--- config.mk ---
export PLATFORM = sky130hd
export DESIGN_NAME = pipe_ctrl
export DESIGN_NICKNAME = d
export VERILOG_FILES = /design/src/rtl/pipe_ctrl.sv
export SDC_FILE = /design/constraint.sdc
export NUM_CORES = 1
export LEC_CHECK = 0
export CORE_ASPECT_RATIO = 0.5
export CORE_MARGIN = 3
export CORE_UTILIZATION = 27
export CTS_CLUSTER_DIAMETER = 200
export DETAILED_ROUTE_END_ITERATION = 16
export PLACE_DENSITY = 0.52
export SLEW_MARGIN = 25
export SYNTH_ARGS = -nofsm -noshare
export SYNTH_HDL_FRONTEND = slang
export SYNTH_SLANG_ARGS = --single-unit
--- constraint.sdc ---
create_clock -name clk -period 6.7 [get_ports clk]
set_clock_uncertainty 0.05 [all_clocks]
set_input_delay 1.34 -clock clk [delete_from_list [all_inputs] [get_ports clk]]
set_output_delay 1.34 -clock clk [all_outputs]
set_load 0.03 [all_outputs]
--- src/rtl/pipe_ctrl.sv ---
// pipe_ctrl: stall/flush sequencer for the 5-stage F/D/E/M/W pipeline.
// Hazard-to-control paths are combinational; wait timer, stall counter and timeout flag are registered.
module pipe_ctrl #(
   parameter int CNT_W   = 32,
   parameter int TIMEOUT = 1024
) (
   input  logic             clk,
   input  logic             reset,
   input  logic [4:0]       rs1_d,
   input  logic [4:0]       rs2_d,
   input  logic [4:0]       rd_e,
   input  logic             mem_read_e,
   input  logic             redirect_e,
   input  logic             imiss_f,
   input  logic             imem_ready,
   input  logic             dmiss_m,
   input  logic             dmem_ready,
   output logic             en_f,
   output logic             en_d,
   output logic             en_e,
   output logic             en_m,
   output logic             en_w,
   output logic             flush_d,
   output logic             flush_e,
   output logic             flush_w,
   output logic             imiss_abort,
   output logic [CNT_W-1:0] stall_cnt,
   output logic             err_timeout
);
   // state | meaning
   // RUN   | pipeline flowing, hazards resolved within the cycle
   // IWAIT | fetch miss outstanding, D receives bubbles
   // DWAIT | data miss outstanding, F..M frozen, W receives bubbles

   localparam int              WC_W   = $clog2(TIMEOUT);
   localparam logic [WC_W-1:0] WC_MAX = WC_W'(TIMEOUT - 1);

   typedef enum logic [1:0] {RUN, IWAIT, DWAIT} state_t;

   state_t          state, state_nxt;
   logic            ipend, idone, ipend_nxt, idone_nxt;
   logic            renew;
   logic            lu;
   logic [WC_W-1:0] wait_cnt;

   assign lu = mem_read_e && (rd_e != 5'd0) && ((rd_e == rs1_d) || (rd_e == rs2_d));

   always_comb begin
      en_f        = 1'b1;
      en_d        = 1'b1;
      en_e        = 1'b1;
      en_m        = 1'b1;
      en_w        = 1'b1;
      flush_d     = 1'b0;
      flush_e     = 1'b0;
      flush_w     = 1'b0;
      imiss_abort = 1'b0;
      state_nxt   = state;
      ipend_nxt   = ipend;
      idone_nxt   = idone;
      renew       = 1'b0;
      unique case (state)
         RUN: begin
            if (dmiss_m) begin
               {en_f, en_d, en_e, en_m} = 4'b0000;
               flush_w   = 1'b1;
               state_nxt = DWAIT;
               ipend_nxt = 1'b0;
               idone_nxt = 1'b0;
            end else if (redirect_e) begin
               flush_d = 1'b1;
               flush_e = 1'b1;
            end else if (lu) begin
               en_f    = 1'b0;
               en_d    = 1'b0;
               flush_e = 1'b1;
            end else if (imiss_f) begin
               en_f      = 1'b0;
               flush_d   = 1'b1;
               state_nxt = IWAIT;
            end
         end
         IWAIT: begin
            en_f    = 1'b0;
            flush_d = 1'b1;
            if (dmiss_m) begin
               {en_d, en_e, en_m} = 3'b000;
               flush_w   = 1'b1;
               state_nxt = DWAIT;
               ipend_nxt = 1'b1;
               idone_nxt = imem_ready;
            end else if (redirect_e) begin
               en_f        = 1'b1;
               flush_e     = 1'b1;
               imiss_abort = 1'b1;
               state_nxt   = RUN;
            end else if (imem_ready) begin
               en_f      = !lu;
               en_d      = !lu;
               flush_e   = lu;
               flush_d   = 1'b0;
               state_nxt = RUN;
            end else if (lu) begin
               en_d    = 1'b0;
               flush_e = 1'b1;
            end
         end
         DWAIT: begin
            {en_f, en_d, en_e, en_m} = 4'b0000;
            flush_w = 1'b1;
            if (ipend && imem_ready) idone_nxt = 1'b1;
            // a fresh miss arriving with the fill restarts the wait
            if (dmem_ready && dmiss_m) begin
               renew = 1'b1;
            end else if (dmem_ready) begin
               {en_d, en_e, en_m} = 3'b111;
               flush_w = 1'b0;
               if (ipend && !idone && !imem_ready) begin
                  flush_d   = 1'b1;
                  state_nxt = IWAIT;
               end else begin
                  en_f      = 1'b1;
                  state_nxt = RUN;
               end
            end
         end
         default: state_nxt = RUN;
      endcase
      if (reset) begin
         {en_f, en_d, en_e, en_m, en_w} = 5'b00000;
         {flush_d, flush_e, flush_w}    = 3'b111;
         imiss_abort                    = 1'b0;
      end
   end

   always_ff @(posedge clk or posedge reset) begin
      if (reset) begin
         state       <= RUN;
         ipend       <= 1'b0;
         idone       <= 1'b0;
         wait_cnt    <= '0;
         stall_cnt   <= '0;
         err_timeout <= 1'b0;
      end else begin
         state <= state_nxt;
         ipend <= ipend_nxt;
         idone <= idone_nxt;
         if ((state_nxt != state) || renew)
            wait_cnt <= '0;
         else if ((state != RUN) && (wait_cnt != WC_MAX))
            wait_cnt <= wait_cnt + 1'b1;
         if ((state != RUN) && (state_nxt == state) && !renew && (wait_cnt == WC_MAX))
            err_timeout <= 1'b1;
         if (!en_f && (stall_cnt != '1))
            stall_cnt <= stall_cnt + 1'b1;
      end
   end

endmodule

[Word level (Yosys, flattened, before mapping)]
Index checks and enable logic that the tools add are counted.
Storage, ports and cells
  register bits: 47
  input bits: 23
  output and inout bits: 42
  word-level logic and storage cells: 123
Cells by class
  add/sub/neg operators: 2
  equal/unequal tests: 12
  multiplexer cells: 76
  reductions and logical operators: 27
Operators with widths (number)
  1-bit two-way mux: 56
  32-bit by 1-bit adder with 32-bit output, second input constant: 1
  32-bit inequality test, second input constant: 1
  10-bit two-way mux: 2
  2-bit two-way mux: 9
  1-bit case mux with 3 select lines: 4
  1-bit logical AND: 11
  10-bit by 1-bit adder with 10-bit output, second input constant: 1
  10-bit equality test, second input constant: 1
  5-bit equality test: 2
  10-bit inequality test, second input constant: 1
  1-bit case mux with 2 select lines: 4
  2-bit inequality test, second input constant: 3
  2-bit case mux with 3 select lines: 1
  2-bit nonzero test: 3
  1-bit zero test: 5
  5-bit nonzero test: 1
  4-bit AND reduction: 1
  3-bit AND reduction: 1
  3-bit nonzero test: 1
  2-bit by 1-bit equality test with 1-bit output, second input constant: 1
  2-bit equality test: 1
  2-bit equality test, second input constant: 1
  2-bit zero test: 1
  other kinds (3): 4

[Depth between registers and ports, before layout]
  depth in word-level cells: 11
  gate-level depth with buffers: 11
  depth with buffers taken out: 9

[Worst setup path before layout]
Ideal clock, no wire load.
  path kind: input to output
  start point: input port reset
  end point: output port flush_d
  arrival time: 3.344 ns
  required time: 5.310 ns
  slack: 1.966 ns
  stages: 2
  path buffers: 0
  cells stage by stage: inv_1 -> o21ai_0
Between the ends
  word-level cells in the longest chain between the ends: 1
RTL lines
  start, declared: RTL line 8  | input logic reset,
  1-bit two-way mux: RTL line 129  | if (reset) begin
  end, declared: RTL line 23  | output logic flush_d,
No other way between the ends.

[Worst setup path after layout]
  start point: input port rd_e[1]
  end point: output port flush_d
Between the ends
  word-level cells in the longest chain between the ends: 8
  elaborated cells on any way between the ends: 11
  classes of those cells: eq/ne: 2; mux: 5; reduce/logical: 4
RTL lines
  start, declared: RTL line 11  | input logic [4:0] rd_e,
  5-bit equality test / 5-bit nonzero test (equally long branches): RTL line 46  | assign lu = mem_read_e && (rd_e != 5'd0) && ((rd_e == rs1_d) || (rd_e == rs2_d));
  1-bit logical OR / 1-bit logical AND (equally long branches): RTL line 46
  1-bit logical AND (*): RTL line 46
  1-bit two-way mux (*): RTL line 73  | end else if (lu) begin
  1-bit two-way mux (*): RTL line 70  | end else if (redirect_e) begin
  1-bit two-way mux (*): RTL line 64  | if (dmiss_m) begin
  1-bit case mux with 3 select lines (*): RTL line 62  | unique case (state)
  1-bit two-way mux (*): RTL line 129
Mark *: on every way between the ends. The rest lies on a longest branch, timed or not.

==> results by group <==
Outcome
  • Status: complete, no violations

Synthesis
  • Post-synthesis register bit count: 47
  • Synth top area cells: dfrtp_1 (43%), xnor2_1 (10%), xor2_1 (5.4%), nand3_1 (4.4%), nand4_1 (3.6%)
  • Top FF cell, synth: dfrtp_1
  • Synth cell types: 49
  • Yosys top cell by area: dfrtp_1
  • Yosys warns: 0
  • Mapped Area: 2750 um^2
  • Cells after Synth: 288
  • Share of the synthesized area in the top cell type: 0.427
  • FFs w/ async S/R, synth: 1.00
  • Seq/Total Area, Yosys: 0.427
  • EDFF count, synth: 0
  • Top cells by instance count after synthesis: dfrtp_1 (47), xnor2_1 (33), nand3_1 (24)
  • Count leader, synth: dfrtp_1
  • Mean Syn Cell Area: 9.56 um^2
  • Syn Nets: 318

Clock network
  • H-tree levels: 2
  • Hold_buf cts: 0
  • Clock buffer depth: 2
  • CTS Buf Count: 5
  • CTS tree: built
  • Clock root cell: clkbuf_16
  • Later-pin clock latency in the skew report: 280 ps
  • Sink Count: 47
  • Clock Pin Slew Worst Setup and Hold Paths: 60 ps
  • Post-CTS Resized: 0
  • Total setup buffers inserted after CTS: 0

Critical path
  • FF-to-FF Start: state[0]
  • Worst setup SP type: input pin
  • Worst setup EP type: output port
  • Crit-path max FO: 4
  • CP Launch Point: rd_e[1]
  • Worst endpoint data arrival time: 3820 ps
  • Critical path type: input pin to output port
  • Worst EP required: 5310 ps

Drt
  • Final ANT Viol Nets: 0
  • Uppermost layer routed: met4
  • Via count: 2241
  • DRT iter0 DRCs: 200
  • Met3 WL post-DR: 232 um
  • Metal-1 WL: 3170 um
  • Vias/cell: 4.65
  • Routed wl met2: 3050 um
  • Final WL: 6480 um
  • DRC viols: 0
  • DR pass1 iterations: 4
  • Routed wire length per instance: 13.4 um

Floorplan
  • Die area: 11500 um^2
  • Die W: 149 um
  • Die height: 77.4 um
  • Core Area: 9700 um^2
  • Boundary Pins: 65
  • Cell Rows: 25
  • Starting Density: 0.284

Power
  • Internal power: 645 uW
  • Final total power: 1040 uW
  • Combinational Power Share: 0.399
  • Pwr per Cell Area: 285 nW/um^2
  • Sw power: 392 uW
  • Sequential power share: 0.357
  • Sw Share: 0.378
  • VDD IR-drop max: 0.000118 V
  • Lkg Pwr: 0.00147 uW
  • Clock power share: 0.244

Timing
  • Final setup fails: 0
  • Final Hold Vio Count: 0
  • Fmax: 192 MHz
  • Rel. slew slack: 0.408
  • Period utilization: 0.778
  • WHS: 422 ps
  • Worst slew pin tran: 884 ps
  • RSZ-0062 raised after global routing: false
  • Setup_tns: 0 ps
  • Minimum clock period: 5210 ps
  • Fin. max-slew vios: 0

Cells and area
  • Antenna cells: 0
  • Nets: 376
  • Final Util: 0.375
  • Layout area overhead: 32.1%
  • Layout cells sized above 1: 0.0519
  • Layout filler cell count: 992

Worst hold path
  • HP Start: err_timeout
  • Min-delay worst type: flop to flop

GRT
  • First-pass GRT wire length: 11100 um
  • Total GRT Usage: 0.115
  • Initial antenna violation count: 0
  • Grt total ovfl: 0
  • Largest net degree at the start of global routing: 33
  • Vias in the first global route: 2267

Placement
  • HPWL after detailed placement: 4800 um
  • Port-buffer cells: 64
  • GP Congestion: 0.864

Flow run
  • Max-Cap Viols: 0
[per-stage QoR]
stage	setup slack (ps)	instance area [um^2]	std cells
2_1_floorplan	1970	2750	288
3_3_place_gp	1500	3480	474
3_5_place_dp	1490	3480	474
4_1_cts	1470	3630	482
5_1_grt	1400	3640	482
6_report	1490	3640	482
[logic make-up after synthesis]
kind of cell,after synthesis,share of synthesized area
fa+ha+maj,7,0.0318
buf+inv,24,0.0454
flops,47,0.427
mux,2,0.00772
compound gates,36,0.0941
xor+xnor,50,0.159
simple gates,122,0.235
[flip-flops by register name (all words and copies together) (netlist names)]
register and flops:
err_timeout 1, state 2, wait_cnt 10, idone 1, ipend 1, stall_cnt 32
[per-layer routing]
layer | track usage | vias to the layer above
met5 | 0 | -
met4 | 0.0247 | 0
met3 | 0.0216 | 2
met2 | 0.192 | 38
met1 | 0.155 | 1083
li1 | - | 1118
[placed cells by master (no fill, tap or decap), types with 9 or more instances in the layout]
cell type         n
clkdlybuf4s50_1  64
xnor2_1          33
inv_1             9
nor3_1           10
nand2_1          18
o21ai_0          10
nand4_1          16
xor2_1           17
dfrtp_1          47
nor2_1           22
and3_1           11
nand3_1          24
[critical path, stage by stage]
cell and delay (ps):
clkdlybuf4s50_1 460, or4_1 570, o21ai_2 180, or2_2 170, a21oi_1 70, o211a_1 210, o21ai_0 140, clkdlybuf4s50_1 690
[power by group through the flow]
stage	combinational (uW)	sequential [uW]	clock (uW)
3_3_place_gp	413	373	0
4_1_cts	419	370	261
6_report	414	370	253
3_5_place_dp	417	375	0
2_1_floorplan	260	411	0
5_1_grt	450	378	275
[final cells by class]
class / instances / area, um^2 / area share
multi-input cells: 217 / 1460 / 0.400
clock inverters: 1 / 8.76 / 0.00241
repair buffers: 65 / 648 / 0.178
inverters: 10 / 37.5 / 0.0103
well taps: 135 / 169 / 0.0464
flip-flops and latches: 47 / 1180 / 0.323
clock buffers: 7 / 143 / 0.0392
[path summary, 6_finish.rpt]
kind / slack (ps) / endpoint / cells after the start
max: 1490 / flush_d / 8
min: 420 / err_timeout / 1
max reg2reg: 3530 / stall_cnt[29] / 9
min reg2reg: 420 / err_timeout / 1
max in group asynchronous: 4410 / idone / 3
min in group asynchronous: 1430 / state[0] / 2
(Power assumes the default switching activity.)
